<file path="src/rtl/ika87ad_mcseq_pkg.sv">
// Shared definitions for the IKA87AD microcode sequencer: bus codes, microword
// field positions, micro-op types, sequencer states and the output decoder.
package ika87ad_mcseq_pkg;

  localparam logic [1:0] BUS_RD3 = 2'd0;
  localparam logic [1:0] BUS_RD4 = 2'd1;
  localparam logic [1:0] BUS_WR3 = 2'd2;
  localparam logic [1:0] BUS_WR4 = 2'd3;

  localparam int MW_WIDTH   = 18;
  localparam int MW_TYPE_HI = 17;
  localparam int MW_TYPE_LO = 16;
  localparam int MW_CTRL_HI = 15;
  localparam int MW_CTRL_LO = 2;
  localparam int MW_BUS_HI  = 1;
  localparam int MW_BUS_LO  = 0;
  localparam int UOP_WIDTH  = MW_TYPE_HI - MW_CTRL_LO + 1;

  localparam logic [2:0] STEP_MAX = 3'd7;

  typedef enum logic [1:0] {
    MCTYPE_NOP = 2'd0,
    MCTYPE_ALU = 2'd1,
    MCTYPE_MOV = 2'd2,
    MCTYPE_MEM = 2'd3
  } mctype_t;

  typedef enum logic [2:0] {
    ST_RESET   = 3'd0,
    ST_FETCH   = 3'd1,
    ST_ROMRD   = 3'd2,
    ST_ROMWAIT = 3'd3,
    ST_EXEC    = 3'd4,
    ST_BUSWAIT = 3'd5
  } state_t;

  typedef struct packed {
    logic       read_tick;
    logic       bus_req;
    logic [1:0] bus_type;
    logic       uop_valid;
    logic       busy;
  } out_t;

  // Strobe/request pattern seen while sitting in a given state.
  function automatic out_t decode_outputs(input state_t st, input logic [1:0] code);
    out_t o;
    o = '{read_tick: 1'b0, bus_req: 1'b0, bus_type: BUS_RD4, uop_valid: 1'b0, busy: 1'b0};
    case (st)
      ST_FETCH:   o.bus_req = 1'b1;
      ST_ROMRD:   begin o.read_tick = 1'b1; o.busy = 1'b1; end
      ST_ROMWAIT: o.busy = 1'b1;
      ST_EXEC:    begin o.uop_valid = 1'b1; o.busy = 1'b1; end
      ST_BUSWAIT: begin o.bus_req = 1'b1; o.bus_type = code; o.busy = 1'b1; end
      default:    ;
    endcase
    return o;
  endfunction

endpackage

</file>
<file path="src/rtl/ika87ad_mcseq.sv">
// IKA87AD microcode sequencer: fetches opcodes, walks microwords from an external
// ROM and issues bus cycles. Define IKA87AD_MCSEQ_OVERRUN_TRAP_EN for the step-limit trap.
module ika87ad_mcseq
  import ika87ad_mcseq_pkg::*;
(
  input  logic        i_CLK,
  input  logic        i_RST,
  input  logic        i_CEN,
  output logic        o_MCROM_READ_TICK,
  output logic [7:0]  o_MCROM_ADDR,
  input  logic [17:0] i_MCROM_DATA,
  output logic        o_BUS_REQ,
  output logic [1:0]  o_BUS_TYPE,
  input  logic        i_BUS_ACK,
  input  logic [7:0]  i_OPCODE,
  output logic [15:0] o_UOP,
  output logic        o_UOP_VALID,
  output logic        o_BUSY,
  output logic        o_MC_OVERRUN
);

  state_t                state, state_nxt;
  logic [7:0]            addr, addr_nxt;
  logic [MW_WIDTH-1:0]   mword, mword_nxt;
  logic [2:0]            step, step_nxt;
  logic                  ack_pend;
  logic [7:0]            op_hold;
  out_t                  outs_q;

  logic                  ack_eff;
  logic [7:0]            op_eff;
  logic                  bus_phase;
  logic [1:0]            bus_code;

  // An ack seen while i_CEN is low is parked here until the next tick.
  assign bus_phase = (state == ST_FETCH) || (state == ST_BUSWAIT);
  assign ack_eff   = i_BUS_ACK || ack_pend;
  assign op_eff    = ack_pend ? op_hold : i_OPCODE;
  assign bus_code  = mword[MW_BUS_HI:MW_BUS_LO];

`ifdef IKA87AD_MCSEQ_OVERRUN_TRAP_EN
  logic overrun_q, overrun_nxt;
`endif

  always_comb begin
    // NOTE: every variable gets a default first so no path leaves it unassigned (no latch).
    state_nxt = state;
    addr_nxt  = addr;
    mword_nxt = mword;
    step_nxt  = step;
`ifdef IKA87AD_MCSEQ_OVERRUN_TRAP_EN
    overrun_nxt = 1'b0;
`endif
    case (state)
      ST_RESET:   state_nxt = ST_FETCH;
      ST_FETCH: begin
        if (ack_eff) begin
          addr_nxt  = op_eff;
          step_nxt  = 3'd0;
          state_nxt = ST_ROMRD;
        end
      end
      ST_ROMRD:   state_nxt = ST_ROMWAIT;
      ST_ROMWAIT: begin
        mword_nxt = i_MCROM_DATA;
        state_nxt = ST_EXEC;
      end
      ST_EXEC:    state_nxt = ST_BUSWAIT;
      ST_BUSWAIT: begin
        if (ack_eff) begin
          // RD4 ends the instruction and its data is already the next opcode.
          if (bus_code == BUS_RD4) begin
            addr_nxt  = op_eff;
            step_nxt  = 3'd0;
            state_nxt = ST_ROMRD;
          end
`ifdef IKA87AD_MCSEQ_OVERRUN_TRAP_EN
          else if (step == STEP_MAX) begin
            overrun_nxt = 1'b1;
            state_nxt   = ST_FETCH;
          end
`endif
          else begin
            addr_nxt  = addr + 8'd1;
            step_nxt  = (step == STEP_MAX) ? step : step + 3'd1;
            state_nxt = ST_ROMRD;
          end
        end
      end
      default:    state_nxt = ST_RESET;
    endcase
  end

  always_ff @(posedge i_CLK) begin
    // NOTE: state registers use non-blocking assignments so every flop samples pre-edge values.
    if (i_RST) begin
      state    <= ST_RESET;
      addr     <= 8'h00;
      mword    <= '0;
      step     <= 3'd0;
      ack_pend <= 1'b0;
      op_hold  <= 8'h00;
      outs_q   <= decode_outputs(ST_RESET, BUS_RD4);
`ifdef IKA87AD_MCSEQ_OVERRUN_TRAP_EN
      overrun_q <= 1'b0;
`endif
    end else if (i_CEN) begin
      state    <= state_nxt;
      addr     <= addr_nxt;
      mword    <= mword_nxt;
      step     <= step_nxt;
      ack_pend <= 1'b0;
      outs_q   <= decode_outputs(state_nxt, mword_nxt[MW_BUS_HI:MW_BUS_LO]);
`ifdef IKA87AD_MCSEQ_OVERRUN_TRAP_EN
      overrun_q <= overrun_nxt;
`endif
    end else if (i_BUS_ACK && bus_phase) begin
      ack_pend <= 1'b1;
      op_hold  <= i_OPCODE;
    end
  end

  assign o_MCROM_READ_TICK = outs_q.read_tick;
  assign o_MCROM_ADDR      = addr;
  assign o_BUS_REQ         = outs_q.bus_req;
  assign o_BUS_TYPE        = outs_q.bus_type;
  assign o_UOP             = mword[MW_TYPE_HI:MW_CTRL_LO];
  assign o_UOP_VALID       = outs_q.uop_valid;
  assign o_BUSY            = outs_q.busy;

`ifdef IKA87AD_MCSEQ_OVERRUN_TRAP_EN
  assign o_MC_OVERRUN = overrun_q;
`else
  assign o_MC_OVERRUN = 1'b0;
`endif

endmodule

</file>
<file path="config.mk">
export PLATFORM = sky130hd
export DESIGN_NAME = ika87ad_mcseq
export DESIGN_NICKNAME = d
export VERILOG_FILES = /design/src/rtl/ika87ad_mcseq_pkg.sv /design/src/rtl/ika87ad_mcseq.sv
export SDC_FILE = /design/constraint.sdc
export NUM_CORES = 1
export LEC_CHECK = 0
export CELL_PAD_IN_SITES_DETAIL_PLACEMENT = 1
export CELL_PAD_IN_SITES_GLOBAL_PLACEMENT = 1
export CORE_AREA = 3 3 80 82
export DETAILED_ROUTE_END_ITERATION = 16
export DIE_AREA = 0 0 83 85
export PLACE_DENSITY_LB_ADDON = 0.1
export RECOVER_POWER = 25
export SLEW_MARGIN = 10
export SYNTH_ARGS = -nofsm -noshare
export SYNTH_HDL_FRONTEND = slang
export SYNTH_SLANG_ARGS = --single-unit
</file>
<file path="constraint.sdc">
create_clock -name i_CLK -period 3 [get_ports i_CLK]
set_clock_uncertainty 0.15 [all_clocks]
set_input_delay 0.3 -clock i_CLK [delete_from_list [all_inputs] [get_ports i_CLK]]
set_output_delay 0.3 -clock i_CLK [all_outputs]
set_load 0.005 [all_outputs]
</file>
After elaboration in Yosys (flattened, before gate mapping). Index checks and enable logic that the tools add are counted.

Multiplexer cells: 13. Bitwise logic cells: 1. $add $sub $neg: 1. Reduce and logical (&&, ||, !) cells: 12. Eq/ne operators: 13.

Operators by type and width (count): $mux 8 (4); $pmux 8 s2 (1); $pmux 3 s5 (1); $eq 3x2->1 const B (4); $eq 3x3->1 const B (4); $add 8x1->8 const B (1); $eq 3x1->1 const B (2); $reduce_or 2->1 (3); $mux 1 (4); $mux 2 (2); $ne 2x2->1 const B (2); $reduce_and 2->1 (2); $reduce_and 4->1 (1); $reduce_or 4->1 (1); $logic_not 3->1 (1); $mux 3 (1); $eq 2x1->1 const B (1); $logic_or 1x1->1 (2); $reduce_bool 2->1 (1); $logic_and 1x1->1 (1); $not 1->1 (1).

Flip-flop bits (word level): 44. Logic and storage cells: 51. Output and inout bits: 31.

Logic depth before layout (Yosys ltp). Gate-level depths: netlist (run 1).

Depth after elaboration: 6. Gate-level depth with buffers: 6. Mapped depth without buffers: 5.

Worst setup path before layout (run 1). No wires, ideal clock.

Path type: reg-to-reg. Start point: register state[0]. End point: register addr[6], in the netlist o_MCROM_ADDR[6]. Clock period less this slack: 1.554 ns. Path slack: 1.446 ns. Data arrival time: 1.317 ns. Cell stages (with the launch flop): 6. Path buffers: 1. Required time: 2.764 ns. Setup time: 0.086 ns. Cells stage by stage: dfxtp_1 nor2b_4 nand3_2 buf_6 mux2_4 a221oi_2.

Longest elaborated chain between the ends: 3.

RTL lines: from (decl) (line ika87ad_mcseq.sv:22) `state_t state, state_nxt;`; from (signal assigned) (line ika87ad_mcseq.sv:108) `state <= state_nxt;`; $eq 3x3->1 / $eq 3x1->1 (equally long branches) (line ika87ad_mcseq.sv:54) `case (state)`; $ne 2x2->1 (no source line) / $reduce_bool 2->1 (equally long branches); $reduce_and 4->1 (no source line); to (signal assigned) (line ika87ad_mcseq.sv:109) `addr <= addr_nxt;`; to (decl) (line ika87ad_mcseq.sv:23) `logic [7:0] addr, addr_nxt;`.

Parallel ways exist; a longest one is shown, timed or not. A chain may end at the register's enable or synchronous reset.

Final worst setup path (run 1).
Start point: register ack_pend. End point: register addr[6], in the netlist o_MCROM_ADDR[6].

Longest elaborated chain between the ends: 4.

RTL lines: from (decl) (line ika87ad_mcseq.sv:26) `logic ack_pend;`; from (signal assigned) (line ika87ad_mcseq.sv:101) `ack_pend <= 1'b0;`; from (signal assigned) (line ika87ad_mcseq.sv:112) `ack_pend <= 1'b0;`; from (signal assigned) (line ika87ad_mcseq.sv:118) `ack_pend <= 1'b1;`; $mux 8 (line ika87ad_mcseq.sv:38) `assign op_eff = ack_pend ? op_hold : i_OPCODE;`; $mux 8 (line ika87ad_mcseq.sv:72) `if (bus_code == BUS_RD4) begin`; $mux 8 (line ika87ad_mcseq.sv:70) `if (ack_eff) begin`; $pmux 8 s2 (line ika87ad_mcseq.sv:54).

Parallel ways exist; a longest one is shown, timed or not. The select of a mux whose other input is x is not followed.

==> run_summary.xml, run 1 <==
<?xml version="1.0" encoding="UTF-8"?>
<metrics>
  <group name="status">
    <metric name="status" unit="">completed</metric>
  </group>
  <group name="sta">
    <metric name="tightestPinTransition" unit="ns">0.663</metric>
    <metric name="timing.final.crit_period" unit="ns">1.94</metric>
    <metric name="final_hold_viol_count" unit="">0</metric>
    <metric name="fmax" unit="MHz">515</metric>
    <metric name="final_max_slew_viol_count" unit="">0</metric>
    <metric name="final.period_utilization" unit="">0.648</metric>
    <metric name="finalSetupViolCount" unit="">0</metric>
    <metric name="grt_setup_unrepaired" unit="">false</metric>
    <metric name="setup_total_negative_slack" unit="ns">0</metric>
    <metric name="max_slew_headroom" unit="">0.558</metric>
  </group>
  <group name="clock_network">
    <metric name="count_of_cells_resized_by_post_cts_repair" unit="">0</metric>
    <metric name="numCtsBuffers" unit="">5</metric>
    <metric name="clock_tree_from_tritoncts" unit="">done</metric>
    <metric name="h-tree-depth" unit="">2</metric>
    <metric name="clkTransAtPathRegs" unit="ns">0.08</metric>
    <metric name="clock_root_cell" unit="">sky130_fd_sc_hd__clkbuf_8</metric>
    <metric name="post_cts_setup_buffers" unit="">0</metric>
    <metric name="clock_path_buffers" unit="">2</metric>
    <metric name="insertion_delay" unit="ns">0.30</metric>
    <metric name="clock_sinks" unit="">44</metric>
    <metric name="postCtsHoldBufs" unit="">0</metric>
  </group>
  <group name="synth">
    <metric name="synth.largest_area_cell" unit="">sky130_fd_sc_hd__dfxtp_1</metric>
    <metric name="postSynthRegisterBits" unit="">44</metric>
    <metric name="syn-mean-instance-area" unit="sq um">8.36</metric>
    <metric name="yosys-top-cells-count" unit="">sky130_fd_sc_hd__nand2_1, sky130_fd_sc_hd__dfxtp_1, sky130_fd_sc_hd__a21oi_1, sky130_fd_sc_hd__nor2_1, sky130_fd_sc_hd__buf_4</metric>
    <metric name="netlist.area_leader.share" unit="">0.430</metric>
    <metric name="yosysUniqueCellTypes" unit="">38</metric>
    <metric name="synth_seq_area_share" unit="">0.430</metric>
    <metric name="async_flop_share" unit="">0</metric>
    <metric name="synth.cell_area" unit="sq um">2050</metric>
    <metric name="most_used_dff_post_synth" unit="">sky130_fd_sc_hd__dfxtp_1</metric>
    <metric name="synth_area_leaders" unit="">sky130_fd_sc_hd__dfxtp_1, sky130_fd_sc_hd__nand2_1, sky130_fd_sc_hd__a21oi_1</metric>
    <metric name="post_synthesis_net_count" unit="">276</metric>
    <metric name="synthesis.instances" unit="">245</metric>
    <metric name="yosys.cell_count.top_type" unit="">sky130_fd_sc_hd__nand2_1</metric>
    <metric name="synth-warning-count" unit="">0</metric>
    <metric name="synth_edf_count" unit="">0</metric>
  </group>
  <group name="placed_design">
    <metric name="postPlaceCellArea" unit="sq um">2570</metric>
    <metric name="place.port_buffers" unit="">59</metric>
    <metric name="dp_cells" unit="">352</metric>
    <metric name="place_congestion" unit="">0.741</metric>
    <metric name="dp_hpwl" unit="mm">3.62</metric>
  </group>
  <group name="finish">
    <metric name="post_route_cells_drive_above_1_share" unit="">0.0877</metric>
    <metric name="area_growth" unit="%">29.9</metric>
    <metric name="regArea" unit="sq um">881</metric>
    <metric name="num_antenna_cells" unit="">0</metric>
    <metric name="stdcell_count" unit="">360</metric>
    <metric name="final_net_count" unit="">315</metric>
    <metric name="post_route_cell_area" unit="sq um">2660</metric>
    <metric name="nFillCells" unit="">710</metric>
    <metric name="multi_input_gate_area" unit="sq um">943</metric>
  </group>
  <group name="die">
    <metric name="die_area" unit="sq um">7060</metric>
    <metric name="die_w" unit="um">83</metric>
    <metric name="core_outline_area" unit="sq um">5820</metric>
    <metric name="fp-row-count" unit="">28</metric>
    <metric name="initial_core_util" unit="">0.352</metric>
    <metric name="die-height" unit="um">85</metric>
    <metric name="io-pin-count" unit="">61</metric>
  </group>
  <group name="pwr">
    <metric name="power.density" unit="nW/um^2">417</metric>
    <metric name="p_leak" unit="nW">0.978</metric>
    <metric name="design_power_total" unit="mW">1.11</metric>
    <metric name="power.ir.vdd_worst" unit="mV">0.181</metric>
  </group>
  <group name="route">
    <metric name="drt.antenna.violating_nets" unit="">0</metric>
    <metric name="drt_first_pass_iters" unit="">4</metric>
    <metric name="detail_route.iter0.violations" unit="">61</metric>
    <metric name="vias" unit="">1719</metric>
    <metric name="routed_wire_length_per_instance" unit="um">13.7</metric>
    <metric name="residual_drc" unit="">0</metric>
    <metric name="route.final.wire_length" unit="mm">4.94</metric>
    <metric name="route.detailed.vias_per_inst" unit="">4.78</metric>
  </group>
  <group name="run">
    <metric name="maxCapViolCount" unit="">0</metric>
  </group>
  <group name="min_path">
    <metric name="hp-start" unit="">mword[11]$_SDFFE_PP0P_</metric>
    <metric name="min_path_type" unit="">register to register</metric>
  </group>
  <group name="critical_path">
    <metric name="worstSetupEndpointType" unit="">register</metric>
    <metric name="timing.rr.start" unit="">ack_pend$_SDFFE_PP0P_</metric>
    <metric name="crit_start" unit="">ack_pend$_SDFFE_PP0P_</metric>
    <metric name="timing.critical_path.from_type" unit="">register</metric>
    <metric name="critPathArrivalTime" unit="ns">2.01</metric>
    <metric name="timing.setup.critical_path_class" unit="">register to register</metric>
    <metric name="required" unit="ns">3.07</metric>
    <metric name="critical_path_fanout_max" unit="">11</metric>
  </group>
  <group name="global_route">
    <metric name="grt_first_pass_wirelength" unit="mm">8.24</metric>
    <metric name="grt_pass1_vias" unit="">1639</metric>
    <metric name="gr-total-overflow" unit="">0</metric>
    <metric name="global_route.usage.total" unit="">0.143</metric>
    <metric name="grt_antenna_before_repair" unit="">0</metric>
    <metric name="grt_start_max_net_pins" unit="">24</metric>
  </group>
</metrics>
[kinds of logic after synthesis]
logic type / Yosys count / share of synthesized area
simple gates: 89 / 0.198
buf+inv: 38 / 0.109
mux: 21 / 0.108
flops: 44 / 0.430
fa+ha+maj: 1 / 0.00611
other cells: 1 / 0.00183
compound gates: 51 / 0.147
[power by group]
group | switching, mW | internal (mW)
Combinational | 0.0489 | 0.0695
Clock | 0.200 | 0.184
Sequential | 0.0116 | 0.595
[per-stage QoR]
step | worst slack (ns) | hold slack, ns | utilization
after global placement | 0.792 | 0.295 | 0.442
after detailed placement | 0.774 | 0.297 | 0.442
after CTS | 1.03 | 0.309 | 0.458
after global routing | 0.876 | 0.331 | 0.458
after floorplan | 1.45 | 0.286 | -
final | 1.06 | 0.303 | 0.458
[layout by cell type, fill, tap and decap left out, types with 2 or more instances in the layout]
cell                              instances
sky130_fd_sc_hd__o21ai_0                  6
sky130_fd_sc_hd__a31oi_1                  3
sky130_fd_sc_hd__clkinv_2                 2
sky130_fd_sc_hd__or3_1                    2
sky130_fd_sc_hd__nand2_1                 46
sky130_fd_sc_hd__clkdlybuf4s50_1         43
sky130_fd_sc_hd__nand3b_1                 2
sky130_fd_sc_hd__and3_1                   3
sky130_fd_sc_hd__o32ai_1                  2
sky130_fd_sc_hd__nand3_1                  5
sky130_fd_sc_hd__mux2_2                   5
sky130_fd_sc_hd__dfxtp_1                 44
sky130_fd_sc_hd__mux2i_1                 15
sky130_fd_sc_hd__nand2b_1                 2
sky130_fd_sc_hd__clkbuf_8                 6
sky130_fd_sc_hd__nor2_1                  20
sky130_fd_sc_hd__nand4_1                  2
sky130_fd_sc_hd__buf_4                    5
sky130_fd_sc_hd__inv_1                    5
sky130_fd_sc_hd__a21oi_1                 31
sky130_fd_sc_hd__a211oi_1                 3
sky130_fd_sc_hd__dlygate4sd3_1           16
[worst paths after layout]
path                            slack, ns                            to  cells after the start
worst max-delay path                 1.06  o_MCROM_ADDR[6]$_SDFFE_PP0P_                      4
worst min-delay path                 0.30        mword[11]$_SDFFE_PP0P_                      2
worst max register to register       1.06  o_MCROM_ADDR[6]$_SDFFE_PP0P_                      4
worst min register to register       0.30        mword[11]$_SDFFE_PP0P_                      2
[cell type report]
class,instances,area share
tap,75,0.0353
multi-input combinational,163,0.354
clock inverter,2,0.00376
sequential,44,0.331
timing repair buffer,64,0.236
inverter,6,0.00846
clock buffer,6,0.0310
[metal layers]
layer / GRT usage / share of wire
met1: 0.209 / 0.52
met2: 0.206 / 0.43
met3: 0.0320 / 0.039
met4: 0.0535 / 0.015
met5: 0 / 0
[worst max-delay path, stage by stage (launching register included)]
cell and delay, ns:
sky130_fd_sc_hd__dfxtp_1 0.62, sky130_fd_sc_hd__or2_2 0.25, sky130_fd_sc_hd__and3_1 0.39, sky130_fd_sc_hd__o21ai_0 0.18, sky130_fd_sc_hd__a221oi_2 0.28
[flip-flops by register name (all words and copies together) (netlist names)]
signal             cells
mword                 18
o_MCROM_ADDR           8
op_hold                8
state                  3
o_BUS_TYPE             2
ack_pend               1
o_BUSY                 1
o_BUS_REQ              1
o_MCROM_READ_TICK      1
o_UOP_VALID            1
(Power assumes the default switching activity.)
==> inputs of run 2 (changes only) <==
--- a/config.mk
+++ b/config.mk
@@ -7,9 +7,9 @@
 export LEC_CHECK = 0
 export CELL_PAD_IN_SITES_DETAIL_PLACEMENT = 1
 export CELL_PAD_IN_SITES_GLOBAL_PLACEMENT = 1
-export CORE_AREA = 3 3 80 82
+export CORE_AREA = 3 3 82 84
 export DETAILED_ROUTE_END_ITERATION = 16
-export DIE_AREA = 0 0 83 85
+export DIE_AREA = 0 0 85 87
 export PLACE_DENSITY_LB_ADDON = 0.1
 export RECOVER_POWER = 25
 export SLEW_MARGIN = 10
==> constraint.sdc (replaced) <==
create_clock -name i_CLK -period 1.8 [get_ports i_CLK]
set_clock_uncertainty 0.15 [all_clocks]
set_input_delay 0.18 -clock i_CLK [delete_from_list [all_inputs] [get_ports i_CLK]]
set_output_delay 0.18 -clock i_CLK [all_outputs]
set_load 0.005 [all_outputs]
==> run 2 against run 1 <==
Net effect:
- design area is 5.5% higher
- first-iteration DRC count is 6.6% higher
- routed wire length is 7.7% higher
- die area is 4.8% higher
- via count is 6.5% higher
- total power is 71% higher
- register-to-register slack worse by 0.91 ns
- maximum frequency is 17% higher
- worst hold slack worse by 0.028 ns
- global-route usage is 0.82 points higher
- sequential power is 66% higher
- cell count is 4.4% higher
- critical endpoint is now o_MCROM_ADDR[5]$_SDFFE_PP0P_
- highest routed layer unchanged
==> run_summary.xml, run 2 (synthesis gave the netlist of run 1 again) <==
<?xml version="1.0" encoding="UTF-8"?>
<metrics>
  <group name="route">
    <metric name="residual_drc" unit="">0</metric>
    <metric name="routed_wire_length_per_instance" unit="um">14.1</metric>
    <metric name="detail_route.iter0.violations" unit="">65</metric>
    <metric name="vias" unit="">1831</metric>
    <metric name="route.detailed.vias_per_inst" unit="">4.87</metric>
    <metric name="route.final.wire_length" unit="mm">5.32</metric>
    <metric name="drt_first_pass_iters" unit="">4</metric>
    <metric name="drt.antenna.violating_nets" unit="">0</metric>
  </group>
  <group name="finish">
    <metric name="regArea" unit="sq um">881</metric>
    <metric name="regMostFlops" unit="">mword</metric>
    <metric name="post_route_cells_drive_above_1_share" unit="">0.130</metric>
    <metric name="nFillCells" unit="">717</metric>
    <metric name="multi_input_gate_area" unit="sq um">945</metric>
    <metric name="area_growth" unit="%">37.1</metric>
    <metric name="largest_register_ff_count" unit="">18</metric>
    <metric name="most-common-layout-cells" unit="">sky130_fd_sc_hd__nand2_1, sky130_fd_sc_hd__clkdlybuf4s50_1, sky130_fd_sc_hd__dfxtp_1, sky130_fd_sc_hd__a21oi_1, sky130_fd_sc_hd__nor2_1</metric>
    <metric name="final_net_count" unit="">332</metric>
    <metric name="post-route-util" unit="">0.469</metric>
    <metric name="layout.cells.most_common" unit="">sky130_fd_sc_hd__nand2_1</metric>
    <metric name="num_antenna_cells" unit="">0</metric>
  </group>
  <group name="critical_path">
    <metric name="timing.critical_path.slowest_stage_cell" unit="">sky130_fd_sc_hd__dfxtp_1</metric>
    <metric name="timing.rr.start" unit="">state[1]$_SDFFE_PP0P_</metric>
    <metric name="critPathArrivalTime" unit="ns">1.71</metric>
    <metric name="endpoint" unit="">o_MCROM_ADDR[5]$_SDFFE_PP0P_</metric>
    <metric name="path_buf_inv" unit="">0</metric>
    <metric name="critPathMaxStageDelay" unit="ns">0.53</metric>
    <metric name="timing.setup.critical_path_class" unit="">register to register</metric>
    <metric name="cell_count_of_the_worst_reg_to_reg_path" unit="">4</metric>
    <metric name="worst-path-stages" unit="">4</metric>
    <metric name="worstSetupEndpointType" unit="">register</metric>
    <metric name="crit_start" unit="">state[1]$_SDFFE_PP0P_</metric>
    <metric name="critical_path.top_delay_family" unit="">flip-flops</metric>
    <metric name="critical_path.reg2reg.endpoint" unit="">o_MCROM_ADDR[5]$_SDFFE_PP0P_</metric>
    <metric name="critical_path_fanout_max" unit="">8</metric>
    <metric name="reg2reg_setup_slack" unit="ns">0.15</metric>
    <metric name="timing.critical_path.from_type" unit="">register</metric>
    <metric name="required" unit="ns">1.85</metric>
    <metric name="critical_path.cell_chain" unit="">nor2b_4 &gt; nand3_2 &gt; mux2_2 &gt; a221oi_1</metric>
  </group>
  <group name="pwr">
    <metric name="share_of_power_burned_in_the_clock_network" unit="">0.352</metric>
    <metric name="p_leak" unit="nW">1.05</metric>
    <metric name="cell_internal_pwr" unit="mW">1.47</metric>
    <metric name="power.density" unit="nW/um^2">677</metric>
    <metric name="power.ir.vdd_worst" unit="mV">0.414</metric>
    <metric name="switching_power" unit="uW">434</metric>
    <metric name="power_switching_share" unit="">0.228</metric>
    <metric name="design_power_total" unit="mW">1.90</metric>
    <metric name="power.share.sequential" unit="">0.530</metric>
    <metric name="combPwrFrac" unit="">0.119</metric>
  </group>
  <group name="sta">
    <metric name="fmax" unit="MHz">604</metric>
    <metric name="worst_slack" unit="ns">0.145</metric>
    <metric name="final_worst_hold_slack" unit="ns">0.275</metric>
    <metric name="final.period_utilization" unit="">0.919</metric>
    <metric name="setup_total_negative_slack" unit="ns">0</metric>
    <metric name="grt_setup_unrepaired" unit="">false</metric>
    <metric name="finalSetupViolCount" unit="">0</metric>
    <metric name="timing.final.crit_period" unit="ns">1.65</metric>
    <metric name="final_max_slew_viol_count" unit="">0</metric>
    <metric name="final_hold_viol_count" unit="">0</metric>
  </group>
  <group name="global_route">
    <metric name="global_route.usage.total" unit="">0.152</metric>
    <metric name="grt_first_pass_wirelength" unit="mm">8.96</metric>
    <metric name="grt_pass1_vias" unit="">1817</metric>
    <metric name="grt_antenna_before_repair" unit="">0</metric>
    <metric name="grt_start_max_net_pins" unit="">21</metric>
    <metric name="gr-total-overflow" unit="">0</metric>
  </group>
  <group name="clock_network">
    <metric name="clock_tree_from_tritoncts" unit="">done</metric>
    <metric name="h-tree-depth" unit="">2</metric>
    <metric name="numCtsBuffers" unit="">5</metric>
    <metric name="insertion_delay" unit="ns">0.29</metric>
    <metric name="post_cts_setup_buffers" unit="">0</metric>
    <metric name="clock_sinks" unit="">44</metric>
    <metric name="clkTransAtPathRegs" unit="ns">0.08</metric>
    <metric name="clock_path_buffers" unit="">2</metric>
    <metric name="clock_root_cell" unit="">sky130_fd_sc_hd__clkbuf_8</metric>
  </group>
  <group name="die">
    <metric name="io-pin-count" unit="">61</metric>
    <metric name="initial_core_util" unit="">0.342</metric>
    <metric name="die_w" unit="um">85</metric>
    <metric name="fp-row-count" unit="">28</metric>
    <metric name="die-height" unit="um">87</metric>
    <metric name="die_area" unit="sq um">7400</metric>
    <metric name="core_outline_area" unit="sq um">5990</metric>
  </group>
  <group name="placed_design">
    <metric name="dp_hpwl" unit="mm">3.97</metric>
    <metric name="place_worst_setup_slack" unit="ns">-0.0687</metric>
    <metric name="place_congestion" unit="">0.763</metric>
    <metric name="place.port_buffers" unit="">59</metric>
  </group>
  <group name="min_path">
    <metric name="min_path_type" unit="">input port to register</metric>
  </group>
  <group name="run">
    <metric name="maxCapViolCount" unit="">0</metric>
  </group>
  <group name="status">
    <metric name="status" unit="">completed</metric>
  </group>
</metrics>
[run 2: changes by cell type in the layout (fill, tap and decap cells not counted)]
cell and change:
sky130_fd_sc_hd__buf_4 +12, sky130_fd_sc_hd__clkbuf_1 +3, sky130_fd_sc_hd__buf_12 +2, sky130_fd_sc_hd__clkdlybuf4s50_1 +2
sky130_fd_sc_hd__clkinv_2 -2, sky130_fd_sc_hd__dlygate4sd3_1 -2, sky130_fd_sc_hd__and3_1 -1, sky130_fd_sc_hd__and3_2 +1
sky130_fd_sc_hd__clkbuf_8 +1
[run 2: repair_timing]
item	4_1_cts	5_1_grt
setup endpoints to repair	0	2
resized for setup	0	1
hold buffers	0	0
[run 2: worst min path at each step]
| stage | start | endpoint | depth (start not counted) |
|---|---|---|---|
| after floorplan | i_MCROM_DATA[10] | mword[10]$_SDFFE_PP0P_ | 2 |
| final | i_MCROM_DATA[13] | mword[13]$_SDFFE_PP0P_ | 3 |
| after CTS | i_MCROM_DATA[13] | mword[13]$_SDFFE_PP0P_ | 3 |
| after global routing | i_MCROM_DATA[15] | mword[15]$_SDFFE_PP0P_ | 3 |
| after global placement | mword[11]$_SDFFE_PP0P_ | mword[11]$_SDFFE_PP0P_ | 2 |
| after detailed placement | mword[9]$_SDFFE_PP0P_ | mword[9]$_SDFFE_PP0P_ | 2 |
[run 2: worst min-delay path: stages]
cell                              delay, ns
sky130_fd_sc_hd__clkdlybuf4s50_1       0.39
sky130_fd_sc_hd__nand2_1               0.05
sky130_fd_sc_hd__a21oi_1               0.05
[run 2: per-stage QoR]
stage	cell area [sq um]	std cells
after global routing	2810	376
after floorplan	2050	245
after CTS	2820	376
after global placement	2720	369
final	2810	376
after detailed placement	2720	369
[run 2: area by class of cell]
cell class | count | area share
Sequential cell | 44 | 0.314
Clock buffer | 7 | 0.0343
Inverter | 6 | 0.00802
Tap cell | 75 | 0.0334
Timing Repair Buffer | 81 | 0.274
Multi-Input combinational cell | 163 | 0.336
[run 2: power by group through the flow]
stage	clock [mW]	combinational, mW	sequential [mW]
2_1_floorplan	0	0.0963	1.03
3_3_place_gp	0	0.228	1.03
3_5_place_dp	0	0.230	1.03
4_1_cts	0.688	0.231	1.01
5_1_grt	0.739	0.246	1.01
6_report	0.669	0.225	1.01
[run 2: metal layers]
layer  vias to the layer above  part of all wire  wire, um  GRT usage
li1                        925                 -         -          -
met1                       862              0.50      2670      0.210
met2                        40              0.44      2340      0.234
met3                         4             0.048       257     0.0350
met4                         0             0.011        57     0.0475
met5                         -                 0         0          0
